**src/rtl/fp_add_subt_seq.sv**
```systemverilog
// fp_add_subt_seq: sequential IEEE-754 single-precision adder/subtractor.
// One operation at a time, walking IDLE -> ALIGN -> ADD -> NORM -> ROUND -> DONE.
// Build option: define FP_ROUND_NEAREST_EN for round-to-nearest-even in ROUND;
// left undefined, ROUND truncates (round toward zero). Latency is the same either way.
// Ports:
//   CLK           clock, rising edge
//   RST_LN        asynchronous reset, active-high
//   Begin_SUM     start pulse, honoured in IDLE/DONE only
//   ADD_SUBT      0 = X+Y, 1 = X-Y (captured with Begin_SUM)
//   Data_X/Data_Y operands (captured with Begin_SUM)
//   ACK_ADD_SUBT  high while in DONE
//   Result        registered result, updated on ROUND->DONE
//   Overflow      last result saturated to +/-Inf
//   Underflow     last result flushed to signed zero
module fp_add_subt_seq (
    input  logic        CLK,
    input  logic        RST_LN,
    input  logic        Begin_SUM,
    input  logic        ADD_SUBT,
    input  logic [31:0] Data_X,
    input  logic [31:0] Data_Y,
    output logic        ACK_ADD_SUBT,
    output logic [31:0] Result,
    output logic        Overflow,
    output logic        Underflow
);

    localparam int unsigned EW = 8;   // exponent width
    localparam int unsigned FW = 23;  // stored fraction width
    localparam int unsigned XW = 27;  // hidden + fraction + guard/round/sticky
    localparam int unsigned NW = 10;  // signed working exponent
    localparam logic [31:0] QNAN = 32'h7FC0_0000;

    typedef enum logic [2:0] {
        S_IDLE, S_ALIGN, S_ADD, S_NORM, S_ROUND, S_DONE
    } state_t;

    state_t            state;
    logic              op_r;
    logic [31:0]       x_r, y_r;
    logic [XW-1:0]     ma_r, mb_r;
    logic [EW-1:0]     exp_r;
    logic              sign_r, eff_sub_r, special_r;
    logic [31:0]       special_val_r;
    logic [XW:0]       sum_r;
    logic [XW-1:0]     norm_m_r;
    logic signed [NW-1:0] norm_e_r;
    logic              zero_r;

    // Leading-zero count over the 27-bit extended mantissa (27 when all zero).
    function automatic logic [4:0] lzc27(input logic [XW-1:0] v);
        lzc27 = 5'd27;
        for (int i = 0; i < int'(XW); i++) begin
            if (v[i]) lzc27 = 5'(26 - i);
        end
    endfunction

    // ALIGN: classify operands, order by magnitude, shift B with sticky.
    logic [EW-1:0]  ex_c, ey_c, ea_c, eb_c, diff_c;
    logic           sx_c, sy_c, swap_c, nan_x_c, nan_y_c, inf_x_c, inf_y_c;
    logic [30:0]    mag_x_c, mag_y_c, a_mag_c, b_mag_c;
    logic [XW-1:0]  ma_ext_c, mb_ext_c, lost_mask_c, mb_al_c;
    logic [4:0]     shamt_c;
    logic           special_c;
    logic [31:0]    special_val_c;

    always_comb begin
        ex_c    = x_r[30:23];
        ey_c    = y_r[30:23];
        sx_c    = x_r[31];
        sy_c    = y_r[31] ^ op_r;       // sign of Y as it enters the sum
        nan_x_c = (ex_c == 8'hFF) && (|x_r[FW-1:0]);
        nan_y_c = (ey_c == 8'hFF) && (|y_r[FW-1:0]);
        inf_x_c = (ex_c == 8'hFF) && !(|x_r[FW-1:0]);
        inf_y_c = (ey_c == 8'hFF) && !(|y_r[FW-1:0]);
        // Denormals collapse to zero magnitude.
        mag_x_c = (ex_c == 8'd0) ? 31'd0 : x_r[30:0];
        mag_y_c = (ey_c == 8'd0) ? 31'd0 : y_r[30:0];
        swap_c  = mag_y_c > mag_x_c;
        a_mag_c = swap_c ? mag_y_c : mag_x_c;
        b_mag_c = swap_c ? mag_x_c : mag_y_c;
        ea_c    = a_mag_c[30:23];
        eb_c    = b_mag_c[30:23];
        ma_ext_c = (ea_c == 8'd0) ? '0 : {1'b1, a_mag_c[FW-1:0], 3'b000};
        mb_ext_c = (eb_c == 8'd0) ? '0 : {1'b1, b_mag_c[FW-1:0], 3'b000};
        diff_c   = ea_c - eb_c;
        shamt_c  = (diff_c > 8'd26) ? 5'd26 : diff_c[4:0];
        lost_mask_c = (XW'(1) << shamt_c) - XW'(1);
        mb_al_c  = (mb_ext_c >> shamt_c) | {26'd0, |(mb_ext_c & lost_mask_c)};

        special_c     = 1'b1;
        special_val_c = QNAN;
        if (nan_x_c || nan_y_c) begin
            special_val_c = QNAN;
        end else if (inf_x_c && inf_y_c) begin
            special_val_c = (sx_c != sy_c) ? QNAN : {sx_c, 8'hFF, 23'd0};
        end else if (inf_x_c) begin
            special_val_c = {sx_c, 8'hFF, 23'd0};
        end else if (inf_y_c) begin
            special_val_c = {sy_c, 8'hFF, 23'd0};
        end else begin
            special_c = 1'b0;
        end
    end

    // ADD: magnitudes are ordered, so the subtraction never goes negative.
    logic [XW:0] sum_c;
    always_comb begin
        if (eff_sub_r) sum_c = {1'b0, ma_r} - {1'b0, mb_r};
        else           sum_c = {1'b0, ma_r} + {1'b0, mb_r};
    end

    // NORM: single-step right shift on carry, else left shift by lzc.
    logic [4:0]           lz_c;
    logic [XW-1:0]        norm_m_c;
    logic signed [NW-1:0] norm_e_c;
    always_comb begin
        lz_c = lzc27(sum_r[XW-1:0]);
        if (sum_r[XW]) begin
            norm_m_c = {sum_r[XW:2], sum_r[1] | sum_r[0]};
            norm_e_c = $signed({2'b00, exp_r}) + 10'sd1;
        end else begin
            norm_m_c = sum_r[XW-1:0] << lz_c;
            norm_e_c = $signed({2'b00, exp_r}) - $signed({5'd0, lz_c});
        end
    end

    // ROUND: rounding, then saturation/flush and final packing.
    logic [24:0]          rm_c;
    logic signed [NW-1:0] re_c;
    logic [31:0]          res_c;
    logic                 ovf_c, unf_c;
    always_comb begin
        rm_c = {1'b0, norm_m_r[XW-1:3]};
        re_c = norm_e_r;
`ifdef FP_ROUND_NEAREST_EN
        // Guard set and (round | sticky | lsb) rounds up: nearest, ties to even.
        if (norm_m_r[2] && (norm_m_r[1] || norm_m_r[0] || norm_m_r[3])) begin
            rm_c = rm_c + 25'd1;
        end
        if (rm_c[24]) begin
            rm_c = rm_c >> 1;
            re_c = re_c + 10'sd1;
        end
`endif
        res_c = {sign_r, re_c[EW-1:0], rm_c[FW-1:0]};
        ovf_c = 1'b0;
        unf_c = 1'b0;
        if (special_r) begin
            res_c = special_val_r;
        end else if (zero_r) begin
            res_c = 32'd0;
        end else if (re_c >= 10'sd255) begin
            res_c = {sign_r, 8'hFF, 23'd0};
            ovf_c = 1'b1;
        end else if (re_c <= 10'sd0) begin
            res_c = {sign_r, 31'd0};
            unf_c = 1'b1;
        end
    end

`ifndef FP_ROUND_NEAREST_EN
    logic unused_grs;
    assign unused_grs = ^norm_m_r[2:0];
`endif

    // Sequencer and all datapath registers.
    always_ff @(posedge CLK or posedge RST_LN) begin
        if (RST_LN) begin
            state         <= S_IDLE;
            ACK_ADD_SUBT  <= 1'b0;
            Result        <= 32'd0;
            Overflow      <= 1'b0;
            Underflow     <= 1'b0;
            op_r          <= 1'b0;
            x_r           <= 32'd0;
            y_r           <= 32'd0;
            ma_r          <= '0;
            mb_r          <= '0;
            exp_r         <= '0;
            sign_r        <= 1'b0;
            eff_sub_r     <= 1'b0;
            special_r     <= 1'b0;
            special_val_r <= 32'd0;
            sum_r         <= '0;
            norm_m_r      <= '0;
            norm_e_r      <= '0;
            zero_r        <= 1'b0;
        end else begin
            case (state)
                S_IDLE, S_DONE: begin
                    if (Begin_SUM) begin
                        op_r         <= ADD_SUBT;
                        x_r          <= Data_X;
                        y_r          <= Data_Y;
                        ACK_ADD_SUBT <= 1'b0;
                        state        <= S_ALIGN;
                    end
                end
                S_ALIGN: begin
                    ma_r          <= ma_ext_c;
                    mb_r          <= mb_al_c;
                    exp_r         <= ea_c;
                    sign_r        <= swap_c ? sy_c : sx_c;
                    eff_sub_r     <= sx_c ^ sy_c;
                    special_r     <= special_c;
                    special_val_r <= special_val_c;
                    state         <= S_ADD;
                end
                S_ADD: begin
                    sum_r <= sum_c;
                    state <= S_NORM;
                end
                S_NORM: begin
                    norm_m_r <= norm_m_c;
                    norm_e_r <= norm_e_c;
                    zero_r   <= (sum_r == '0);
                    state    <= S_ROUND;
                end
                S_ROUND: begin
                    Result       <= res_c;
                    Overflow     <= ovf_c;
                    Underflow    <= unf_c;
                    ACK_ADD_SUBT <= 1'b1;
                    state        <= S_DONE;
                end
                default: state <= S_IDLE;
            endcase
        end
    end

endmodule

```
**config.mk**
```make
export PLATFORM = sky130hd
export DESIGN_NAME = fp_add_subt_seq
export DESIGN_NICKNAME = d
export VERILOG_FILES = /design/src/rtl/fp_add_subt_seq.sv
export SDC_FILE = /design/constraint.sdc
export NUM_CORES = 1
export LEC_CHECK = 0
export ABC_AREA = 1
export BUFFER_PORTS_ARGS = -buffer_cell sky130_fd_sc_hd__buf_2
export CAP_MARGIN = 25
export CORE_AREA = 10 10 269 168
export CTS_BUF_LIST = sky130_fd_sc_hd__clkbuf_4
export DETAILED_ROUTE_END_ITERATION = 10
export DIE_AREA = 0 0 279 178
export PLACE_DENSITY_LB_ADDON = 0.3
export SYNTH_ARGS = -nofsm -noshare
export SYNTH_HDL_FRONTEND = slang
export SYNTH_SLANG_ARGS = --single-unit
export TNS_END_PERCENT = 10
```
**constraint.sdc**
```tcl
create_clock -name CLK -period 11.8 [get_ports CLK]
set_clock_uncertainty 0.05 [all_clocks]
set_input_delay 0.59 -clock CLK [delete_from_list [all_inputs] [get_ports CLK]]
set_output_delay 0.59 -clock CLK [all_outputs]
set_load 0.01 [all_outputs]
```
* After elaboration in Yosys (flattened, before gate mapping)
Index checks and enable logic that the tools add are counted.
Storage, ports and cells: bits in registers 265, bits of input ports 68, word-level logic and storage cells 129, output and inout bits 35
Operators by class: bitwise operators 5, multiplexer cells 62, order comparisons 4, equality and inequality tests 9, reduce and logical (&&, ||, !) cells 21, $add $sub $neg 6, shift operators 3
Operators with widths (number):
- 32-bit two-way mux | 7
- 31-bit two-way mux | 6
- 5-bit two-way mux | 27
- 27-bit two-way mux | 2
- 23-bit OR reduction | 2
- 8-bit zero test | 4
- 31-bit greater-than comparator | 1
- 27-bit by 27-bit adder with 28-bit output | 1
- 28-bit zero test | 1
- 28-bit two-way mux | 1
- 27-bit by 27-bit subtractor with 28-bit output | 1
- 27-bit bitwise AND | 1
- 27-bit by 1-bit OR with 27-bit output | 1
- 27-bit OR reduction | 1
- 1-bit by 5-bit left shift with 27-bit output, first input constant | 1
- 27-bit by 5-bit left shift with 26-bit output | 1
- 27-bit by 5-bit >> shifter with 27-bit output | 1
- 27-bit by 2-bit subtractor with 27-bit output, second input constant | 1
- 26-bit two-way mux | 1
- 8-bit == test, second input constant | 2
- 3-bit one-hot mux with 5 select lines | 1
- 1-bit two-way mux | 14
- 10-bit by 9-bit greater-or-equal comparator with 1-bit output, second input constant | 1
- 10-bit by 1-bit less-or-equal comparator with 1-bit output, second input constant | 1
- other kinds (21) | 30

* Longest topological paths before layout
Gate-level depths: netlist of the first run.
word-level depth 29, gate-level depth with buffers 44, gate-level depth less buffers 42

* Worst setup path after synthesis of the first run
OpenSTA, ideal clock, no wires.
path type register to register, start point register y_r[28], end point register mb_r[2], period minus slack after synthesis 4.601 ns, cell stages (with the launch flop) 40, buffers on the path 3, setup slack 7.199 ns, setup time 0.126 ns, arrival time 4.425 ns, required time 11.624 ns, path through dfrtp_1 > inv_1 > nand4_1 > nor2_1 > clkbuf_1 > nor2_1 > ha_1 > nand2_1 > inv_1 > nand3_1 > nor2_1 > nand2_1 > nand2_1 > nor2_1 > nand2_4 > nand2_4 > buf_6 > nand2_1 > [... 4 more ...] > nor2_1 > inv_1 > nand3_1 > nand3_1 > nor2_4 > nor2_8 > nand3_4 > buf_4 > nand2_1 > o21ai_1 > nand2_1 > nand3_1 > o21ai_1 > or2_1 > nand3_1 > nand2_1 > nand2_1 > o21ai_1
Between the ends: cells in the longest elaborated chain, start to end 9, elaborated cells on any way between the ends 12, those cells by class add/sub: 1; order compare: 2; shift: 1; mux: 5; bitwise: 1; reduce/logical: 2
Ends and longest elaborated chain:
- start: declaration | RTL line 40 | logic [31:0] x_r, y_r;
- start signal: assignment | RTL line 195 | y_r <= Data_Y;
- 8-bit zero test | RTL line 78 | mag_y_c = (ey_c == 8'd0) ? 31'd0 : y_r[30:0];
- 31-bit two-way mux (*) | RTL line 78
- 31-bit greater-than comparator | RTL line 79 | swap_c = mag_y_c > mag_x_c;
- 31-bit two-way mux (on tied branches) | RTL line 80, 81
- 8-bit subtractor | RTL line 86 | diff_c = ea_c - eb_c;
- 8-bit by 5-bit greater-than comparator with 1-bit output | RTL line 87 | shamt_c = (diff_c > 8'd26) ? 5'd26 : diff_c[4:0];
- 5-bit two-way mux | RTL line 87
- 27-bit by 5-bit >> shifter with 27-bit output (*) | RTL line 89 | mb_al_c = (mb_ext_c >> shamt_c) | {26'd0, |(mb_ext_c & lost_mask_c)};
- 27-bit by 1-bit OR with 27-bit output (*) | RTL line 89
- end signal: assignment | RTL line 202 | mb_r <= mb_al_c;
- end: declaration | RTL line 41 | logic [XW-1:0] ma_r, mb_r;
Mark *: on every way between the ends. The rest lies on a longest branch, timed or not. A chain may end at the register's enable or synchronous reset.

* Worst setup path in the final report of the first run
start point register x_r[24], end point register mb_r[0]
Between the ends: cells in the longest elaborated chain, start to end 12, elaborated cells on any way between the ends 16, those cells by class add/sub: 2; order compare: 2; shift: 2; mux: 5; bitwise: 2; reduce/logical: 3
Ends and longest elaborated chain:
- start: declaration | RTL line 40
- start signal: assignment | RTL line 194 | x_r <= Data_X;
- 8-bit zero test | RTL line 77 | mag_x_c = (ex_c == 8'd0) ? 31'd0 : x_r[30:0];
- 31-bit two-way mux (*) | RTL line 77
- 31-bit greater-than comparator | RTL line 79
- 31-bit two-way mux (on tied branches) | RTL line 80, 81
- 8-bit subtractor | RTL line 86
- 8-bit by 5-bit greater-than comparator with 1-bit output | RTL line 87
- 5-bit two-way mux | RTL line 87
- 1-bit by 5-bit left shift with 27-bit output | RTL line 88 | lost_mask_c = (XW'(1) << shamt_c) - XW'(1);
- 27-bit by 2-bit subtractor with 27-bit output | RTL line 88
- 27-bit bitwise AND | RTL line 89
- 27-bit OR reduction | RTL line 89
- 27-bit by 1-bit OR with 27-bit output (*) | RTL line 89
Marked as above.

==> results.md, run 1 <==
- Status: completed
- Share of cells above drive strength 1: 10.49%
- Reg-to-Reg End: mb_r[0]
- Reg-to-reg slack, setup: 4660 ps
- Full die area: 49660 um^2
- PortBufs: 102
- Vias in the first global route: 16130
- F_max: 140.1 MHz
- CTS Sinks: 230
- Max-slew violation count: 0
- Post-CTS Setup Repair Bufs: 0
- Largest area contributor in the netlist: dfrtp_1
- Ys Warns: 0
- First-pass DRT Iterations: 6
- Area Growth Syn to Fin: 13.49%
- Die X: 279 um
- Total grt overflow: 0
- Total number of vias: 17080
- Global-route wire length before repair: 89.89 mm
- Slew margin rel.: 31.72%
- CTS tree: yes
- Synth top area share: 35.24%
- Number of synthesized flops with an enable pin: 0
- Initial antenna violation count: 1
- Crit path max-delay cell type: nand2_4
- Cts-stage hold buffer count: 59
- Post-Syn Nets: 2519
- CTS-repair resized insts: 0
- WL/cell: ~18 um
- RSZ-0062 raised after global routing: no
- Cell Area, Synth: between 15000 and 20000 um^2
- CTS Root Cell: clkbuf_4
- Die H: approximately 180 um
- Hold path endpoint: x_r[8]
- Required time worst endpoint: 12400 ps
- Area of the core: 40080 um^2
- Hold_sp: Data_X[8]
- Fin nets: around 2700
- Post-route DRC violation count: 0
- Mean Syn Cell Area: 6.845 um^2
- GRT Overall Usage: 22.43%
- Num rows: 57
- Post-DP HPWL: around 43 mm
- Post-DRT Antenna Nets: 0
- Clock-pin slew on the worst setup and hold paths: 80 ps
- Post-synthesis sequential area ratio: 35.24%
- Final cycle utilization of the critical path: 60.47%
- Detailed Route WL: about 56 mm
- Crit Path Max Fanout: 76
- Skew-Pair Late Insertion Delay: 780 ps
- DRT iter0 DRCs: 2022
- Num CTS Buffers: 60
- Startpoint Class: flip-flop
- Most frequent cell after synthesis: nand2_1
- Synth Register Bits: 230
- HP Class: primary input to flip-flop
- Worst hold path depth: 3
- I/O pin total: 103
- WP buf/inv: 5
- Count of final hold-check violations: 0
- Most common cell on crit path: nand2_1
- Gate count of the mapped netlist: approximately 2400
- Starting density of the core: about 40%
- Worst slew pin tran: 1016 ps
- Placer Congestion: 1.000
- Netlist cell types: between 50 and 60
- CTS H-tree lvls: 2
- Max Cap Viol: 0
- R2R depth: 34
- DR vias/cell: 5.514
- Setup_tns: 0 ps
- Commonest cells in the netlist: 669 x nand2_1, 254 x inv_1, 234 x nand3_1
- Ys flop type: dfrtp_1
- Synth top area cells: dfrtp_1 35%, nand2_1 15%, nand3_1 7.2%
- Setup violations, final: 0
- Delay-heaviest family, CP: simple AND/OR/NAND/NOR gates
- Max Root-Sink Buffers: 3
- CP endpoint kind: flip-flop
- FF-to-FF Start: x_r[24]
- Largest net degree at the start of global routing: 113
- Crit path DAT: 7730 ps
- Asr flop ratio synth: between 90% and 100%
- CP Class: flip-flop to flip-flop
- Crit-path max cell delay: around 740 ps
- Minimum clock period: 7136 ps
==> sequential cells by signal, summed over array words and instances (netlist names) <==
signal and count:
state 3, Overflow 1, ma_r 24, sign_r 1, x_r 32, op_r 1, eff_sub_r 1, sum_r 28
norm_m_r 23, mb_r 27, Underflow 1, special_r 1, y_r 32, norm_e_r 10, special_val_r 3, ACK_ADD_SUBT 1
Result 32, zero_r 1, exp_r 8
==> worst register-to-register path: cells and delay by family, from the launching register on <==
kind	cells	cell delay [ps]
simple gates	27	4800
buf+inv	5	1330
fa+ha+maj	2	440
flops	1	390
==> how the worst max path moves through the flow <==
| stage | slack [ps] | end | cells after the start | startpoint |
|---|---|---|---|---|
| 6_report | 4660 | mb_r[0] | 34 | x_r[24] |
| 2_1_floorplan | 4860 | ACK_ADD_SUBT | 1 | RST_LN |
| 3_3_place_gp | 5040 | mb_r[0] | 36 | y_r[24] |
| 3_5_place_dp | 4900 | mb_r[0] | 34 | x_r[25] |
| 5_1_grt | 4070 | mb_r[0] | 34 | y_r[24] |
| 4_1_cts | 4810 | mb_r[0] | 34 | x_r[25] |
==> cell families after synthesis <==
| kind of cell | count (synthesis) | synth area share, % |
|---|---|---|
| AOI/OAI and AO/OA | 460 | 15.77 |
| muxes | 5 | 0.3065 |
| DFF | 230 | 35.24 |
| xor gates and xnor gates | 43 | 2.306 |
| and+or+nand+nor | 1206 | 32.30 |
| adders and majority gates | 65 | 5.026 |
| buffers and inverters | 377 | 9.048 |
==> layer usage <==
| layer | vias to the layer above | routed length [um] | global-route usage (%) |
|---|---|---|---|
| met5 | - | 0 | 0 |
| met2 | 729 | 21650 | 30.34 |
| li1 | 8201 | - | - |
| met3 | 66 | 5829 | 5.806 |
| met1 | 8081 | 28050 | 34.43 |
| met4 | 0 | 839 | 4.875 |
==> layout make-up <==
class / count / area, um^2
repair buffers: 178 / 1252
clock inverters: 30 / 148.9
flip-flops and latches: 230 / 5756
clock buffers: 77 / 578.1
diodes: 1 / 2.502
fillers: 4109 / 21550
inverters: 271 / 1025
multi-input cells: 1779 / 9109
well taps: 531 / 664.4
==> layout by cell type (no fill, tap or decap), types with 5 or more instances in the layout <==
master / count
nand2_1: 669
o22ai_1: 14
nor4_1: 15
o21ai_1: 43
nor3_1: 16
o21ai_0: 230
xor2_1: 34
xnor2_1: 9
clkinv_1: 30
buf_4: 15
nor2_2: 8
nor2_1: 167
nand3_1: 234
or2_2: 14
dfrtp_1: 230
clkbuf_4: 77
inv_1: 251
dlygate4sd3_1: 59
a32o_1: 19
a31oi_1: 17
buf_2: 102
inv_2: 13
o211ai_1: 13
nand2_2: 9
a21oi_1: 88
nand4_1: 43
a21boi_0: 5
mux2i_1: 5
ha_1: 64
==> stage by stage <==
step | hold WS, ps | cell area [um^2] | instances | util [%] | setup slack, ps
CTS | 1.502 | 18510 | 3095 | 46.17 | 4809
global placement | 401.7 | 17180 | 2928 | 42.85 | 5036
global route | 15.52 | 18540 | 3097 | 46.24 | 4071
floorplan | 390.5 | 16330 | 2386 | - | 4855
finish | 53.99 | 18540 | 3097 | 46.24 | 4664
detailed placement | 405.1 | 17190 | 2929 | 42.88 | 4903
Power of run 1 is left out: the tool's default activity adds up to more than one toggle a clock period on the data nets, which glitch-free logic cannot reach.
==> inputs of run 2 (changes only) <==
- clock period: 11.8 -> 6.6 ns (I/O delays scaled with it)
==> run 2 against run 1 <==
Net effect:
- flip-flop and latch count did not move
- via count grew 0.95%
- final cell count up 0.81%
- utilization rose by 0.56 points
- sequential share of layout area decreased by 0.37 points
- maximum frequency up 19%
- wire length increased by 2.1%
- setup slack lost 4100 ps
- critical path depth up 6
- count of clock-buffer cells in the layout rose by 3
- global-route usage grew 0.40 points
==> results.md, run 2 (synthesis gave the netlist of run 1 again) <==
- Status: completed (unchanged)
- DRT iter0 DRCs: 2102 (was 2022)
- Post-route DRC violation count: 0 (unchanged)
- Setup violations, final: 0 (unchanged)
- Setup slack after layout: 599.4 ps (was 4664 ps)
- DR vias/cell: 5.522 (was 5.514)
- Crit-path max cell delay: 390 ps (was 740 ps)
- GRT Overall Usage: 22.83% (was 22.43%)
- Num CTS Buffers: 59 (was 60)
- Most common cell on crit path: nand2_1 (unchanged)
- Biggest regs: Result x32, x_r x32, y_r x32 (unchanged)
- CTS Sinks: 230 (unchanged)
- Full die area: 49660 um^2 (unchanged)
- First-pass DRT Iterations: 6 (unchanged)
- CTS H-tree lvls: 2 (unchanged)
- Startpoint Class: flip-flop (unchanged)
- Worst slack at placement: 667.4 ps (was 4903 ps)
- PortBufs: 102 (unchanged)
- Starting density of the core: 40.75% (unchanged)
- Die X: 279 um (unchanged)
- Fin nets: 2677 (was 2653)
- Post-DP HPWL: 43.80 mm (was 42.89 mm)
- RSZ-0062 raised after global routing: no (unchanged)
- Max Root-Sink Buffers: 3 (unchanged)
- Leading cell type in the layout, fill and taps excluded: nand2_1 (unchanged)
- Detailed Route WL: 57.55 mm (was 56.37 mm)
- Area of the core: 40080 um^2 (unchanged)
- Worst hold path depth: 4 (was 3)
- Largest net degree at the start of global routing: 161 (was 113)
- Non-Filler Instances: 3122 (was 3097)
- Global-route wire length before repair: 90.52 mm (was 89.89 mm)
- Worst slew pin tran: 1109 ps (was 1016 ps)
- Final cycle utilization of the critical path: 90.92% (was 60.47%)
- Crit path DAT: 6620 ps (was 7730 ps)
- I/O pin total: 103 (unchanged)
- Area Growth Syn to Fin: 14.87% (was 13.49%)
- Setup_tns: 0 ps (unchanged)
- R2R depth: 40 (was 34)
- Total grt overflow: 0 (unchanged)
- Crit Path Max Fanout: 25 (was 76)
- CTS tree: yes (unchanged)
- Max Cap Viol: 0 (unchanged)
- Minimum clock period: 6001 ps (was 7136 ps)
- Num rows: 57 (unchanged)
- Share of cells above drive strength 1: 11.43% (was 10.49%)
- HP Class: primary input to flip-flop (unchanged)
- Post-DRT Antenna Nets: 0 (unchanged)
- CTS Root Cell: clkbuf_4 (unchanged)
- Placer Congestion: 1.002 (was 1.000)
- Skew-Pair Late Insertion Delay: 780 ps (about the same)
- Required time worst endpoint: 7220 ps (was 12400 ps)
- Crit path max-delay cell type: dfrtp_1 (was nand2_4)
- F_max: 166.7 MHz (was 140.1 MHz)
- Count of final hold-check violations: 0 (unchanged)
- Die H: 178 um (unchanged)
- WL/cell: 18.43 um (was 18.20 um)
- CP endpoint kind: flip-flop (unchanged)
- Cells after DPL: 2943 (was 2929)
- CP Class: flip-flop to flip-flop (unchanged)
- Total number of vias: 17240 (was 17080)
- Initial antenna violation count: 2 (was 1)
- Max-slew violation count: 0 (unchanged)
- Slew margin rel.: 26.06% (was 31.72%)
- Vias in the first global route: 15820 (was 16130)
- Clock-pin slew on the worst setup and hold paths: 80 ps (about the same)
- Most frequent cells in the layout: 669 x nand2_1, 250 x inv_1, 234 x nand3_1, 230 x dfrtp_1, 230 x o21ai_0 (was 669 x nand2_1, 251 x inv_1, 234 x nand3_1, 230 x dfrtp_1, 230 x o21ai_0)
[run 2: changes by cell type in the layout (fill, tap and decap cells not counted), sizes merged]
cell | before | now
clkbuf | 77 | 80
inv | 265 | 264
clkinv | 35 | 29
clkinvlp | 0 | 5
dlygate4sd3 | 59 | 67
buf | 119 | 135
[run 2: routing by layer]
metal / GRT usage (%) / vias to the layer above / wire length (um)
met4: 3.972 / 2 / 748
met5: 0 / - / 18
li1: - / 8268 / -
met1: 36.02 / 8137 / 29280
met3: 6.028 / 72 / 5996
met2: 29.96 / 761 / 21510
[run 2: cell type report]
type                            instances  area (um^2)
Sequential cell                       230         5756
Clock inverter                         27        143.9
Timing Repair Buffer                  202         1445
Clock buffer                           80        600.6
Antenna cell                            1        2.502
Inverter                              271         1025
Timing Repair inverter                  1        7.507
Tap cell                              531        664.4
Fill cell                            4115        21320
Multi-Input combinational cell       1779         9116
[run 2: worst max-delay path, delay by kind of cell, from the launching register on]
kind | cells | cell delay, ps
AND/OR/NAND/NOR | 30 | 3690
buffers and inverters | 6 | 930
AO/OA/AOI/OAI | 2 | 240
adder cells (fa/ha/maj) | 2 | 580
flip-flops | 1 | 390
[run 2: metrics by stage]
stage               hold slack, ps  cell area [um^2]  utilization, %
global route                 219.4             18760           46.81
global placement             402.5             17300           43.16
detailed placement           418.3             17300           43.16
floorplan                    389.6             16340               -
finish                       238.8             18760           46.81
CTS                          187.5             18710           46.69
[run 2: final timing paths]
path | from | to | slack (ps)
max | x_r[27] | mb_r[0] | 600
min in group asynchronous | RST_LN | Result[10] | 360
max reg2reg | x_r[27] | mb_r[0] | 600
max in group asynchronous | RST_LN | ma_r[11] | 4620
min reg2reg | norm_m_r[19] | norm_m_r[19] | 430
min | Data_X[3] | x_r[3] | 240
[run 2: timing repair]
action | in CTS | in global routing
endpoints found under the hold margin | 137 | 0
hold buffers | 67 | 0
buffers inserted | 0 | 3
gates resized for setup | 0 | 5
endpoints found under the setup margin | 0 | 1
Power of run 2 is left out for the same reason.
==> inputs of run 3 (changes only) <==
- clock period: 6.6 -> 5.3 ns (I/O delays scaled with it)
==> run 3 against run 2 <==
Net effect:
- non-clock buffer count is 200 higher
- flip-flop and latch count stayed put
- cell area is 13% higher
- count of clock-buffer cells in the layout is 5 higher
- utilization is 6.2 points higher
- via count is 4.4% higher
- wire length is 5.4% higher
- critical path depth is 1 lower
- setup slack worse by 590 ps
==> results.md, run 3 (synthesis gave the netlist of run 1 again) <==
- Status: completed (unchanged)
- Placer Congestion: 0.9810 (was 1.002)
- Post-DP HPWL: 45.95 mm (was 43.80 mm)
- Minimum clock period: 5289 ps (was 6001 ps)
- DR vias/cell: 5.432 (was 5.522)
- CTS H-tree lvls: 2 (unchanged)
- Detailed Route WL: 60.69 mm (was 57.55 mm)
- Num CTS Buffers: 57 (was 59)
- Share of cells above drive strength 1: 22.27% (was 11.43%)
- Crit path max-delay cell type: dfrtp_1 (unchanged)
- Count of final hold-check violations: 0 (unchanged)
- Die H: 178 um (unchanged)
- Die X: 279 um (unchanged)
- Fin nets: 2875 (was 2677)
- Global-route wire length before repair: 93.50 mm (was 90.52 mm)
- GRT Overall Usage: 23.53% (was 22.83%)
- Full die area: 49660 um^2 (unchanged)
- Max-slew violation count: 0 (unchanged)
- Vias in the first global route: 16930 (was 15820)
- Starting density of the core: 40.75% (unchanged)
- Crit Path Max Fanout: 15 (was 25)
- Worst slew pin tran: 978.5 ps (was 1109 ps)
- CP Class: flip-flop to flip-flop (unchanged)
- Delay-heaviest family, CP: simple AND/OR/NAND/NOR gates (unchanged)
- Biggest regs: Result x32, x_r x32, y_r x32 (unchanged)
- Final core occ: 52.97% (was 46.81%)
- RSZ-0062 raised after global routing: yes (was no)
- CTS Sinks: 230 (unchanged)
- Area Growth Syn to Fin: 29.99% (was 14.87%)
- Post-route DRC violation count: 0 (unchanged)
- DRT iter0 DRCs: 2025 (was 2102)
- Area of the core: 40080 um^2 (unchanged)
- HP Class: primary input to flip-flop (unchanged)
- Max Root-Sink Buffers: 3 (unchanged)
- Critical path origin: y_r[25] (was x_r[27])
- Hold_sp: Data_X[8] (was Data_X[3])
- I/O pin total: 103 (unchanged)
- First-pass DRT Iterations: 6 (unchanged)
- Total number of vias: 17990 (was 17240)
- Slew margin rel.: 34.26% (was 26.06%)
- Required time worst endpoint: 5920 ps (was 7220 ps)
- Clock-pin slew on the worst setup and hold paths: 90 ps (was 80 ps)
- F_max: 189.1 MHz (was 166.7 MHz)
- FF-to-FF Start: y_r[25] (was x_r[27])
- Num rows: 57 (unchanged)
- WL/cell: 18.32 um (was 18.43 um)
- Total grt overflow: 0 (unchanged)
- Setup violations, final: 0 (unchanged)
- Skew-Pair Late Insertion Delay: 770 ps (was 780 ps)
- Largest net degree at the start of global routing: 150 (was 161)
- CTS tree: yes (unchanged)
- Post-DRT Antenna Nets: 0 (unchanged)
- Total placed instance area: 18590 um^2 (was 17300 um^2)
- WP buf/inv: 9 (was 6)
- Max Cap Viol: 0 (unchanged)
- Final Cell Area: 21230 um^2 (was 18760 um^2)
- Leading cell type in the layout, fill and taps excluded: nand2_1 (unchanged)
- Crit path DAT: 5910 ps (was 6620 ps)
- Most frequent cells in the layout: 631 x nand2_1, 242 x inv_1, 230 x dfrtp_1, 220 x o21ai_0, 209 x nand3_1 (was 669 x nand2_1, 250 x inv_1, 234 x nand3_1, 230 x dfrtp_1, 230 x o21ai_0)
- Startpoint Class: flip-flop (unchanged)
- Initial antenna violation count: 4 (was 2)
- Final cycle utilization of the critical path: 99.79% (was 90.92%)
- CP endpoint kind: flip-flop (unchanged)
- CTS Root Cell: clkbuf_4 (unchanged)
- Setup_tns: 0 ps (unchanged)
- PortBufs: 102 (unchanged)
- Crit-path max cell delay: 380 ps (was 390 ps)
-- run 3: cell count changes in the layout (fill, tap and decap cells not counted), sizes merged --
cell / delta
clkinvlp: -4
bufinv: +1
diode: +1
nand3: +1
dlygate4sd3: +1
clkbuf: +7
inv: +1
clkinv: -15
buf: +197
-- run 3: stage by stage --
stage | cells | hold WS, ps | setup slack [ps]
after floorplan | 2386 | 324.6 | 698.9
after global placement | 3105 | 181.9 | -309.9
after detailed placement | 3105 | 185.8 | -251.0
after CTS | 3272 | 132.7 | 5.691
after global routing | 3312 | 171.6 | -262.8
final | 3312 | 193.9 | 11.19
-- run 3: timing repair --
action / 4_1_cts / 5_1_grt
hold buffers: 68 / 0
cloned: 0 / 5
endpoints found under the hold margin: 225 / 0
endpoints found under the setup margin: 4 / 28
pin swaps: 3 / 73
setup buffers: 3 / 33
resized for setup: 5 / 211
-- run 3: layout make-up --
| class | instances | area [um^2] |
|---|---|---|
| flip-flops and latches | 230 | 5756 |
| multi-input cells | 1780 | 9838 |
| fillers | 3893 | 18850 |
| clock buffers | 85 | 638.1 |
| well taps | 531 | 664.4 |
| inverters | 271 | 1036 |
| clock inverters | 11 | 95.09 |
| diodes | 2 | 5.005 |
| repair buffers | 402 | 3198 |
-- run 3: path summary, 6_finish.rpt --
path                                           to  slack, ps  cells after the start
worst max-delay path                      mb_r[0]         10                     39
worst min-delay path                       x_r[8]        190                      4
worst max register to register            mb_r[0]         10                     39
worst min register to register  special_val_r[30]        420                      1
max in group asynchronous              Result[31]       3470                      5
min in group asynchronous            norm_m_r[12]        540                      4
-- run 3: metal layers --
metal / global-route usage (%) / share of wire (%) / vias to the layer above
li1: - / - / 8652
met1: 35.79 / 49 / 8513
met2: 31.07 / 38 / 743
met3: 7.646 / 11 / 80
met4: 5.146 / 1.6 / 4
met5: 0 / 0.033 / -
-- run 3: worst reg2reg max path: cells and delay by family (launching register included) --
| family | cells | cell delay (ps) |
|---|---|---|
| buffers and inverters | 9 | 1110 |
| DFF | 1 | 380 |
| and+or+nand+nor | 27 | 3140 |
| AOI/OAI and AO/OA | 1 | 90 |
| adders and majority gates | 2 | 460 |
Power of run 3 is left out for the same reason.
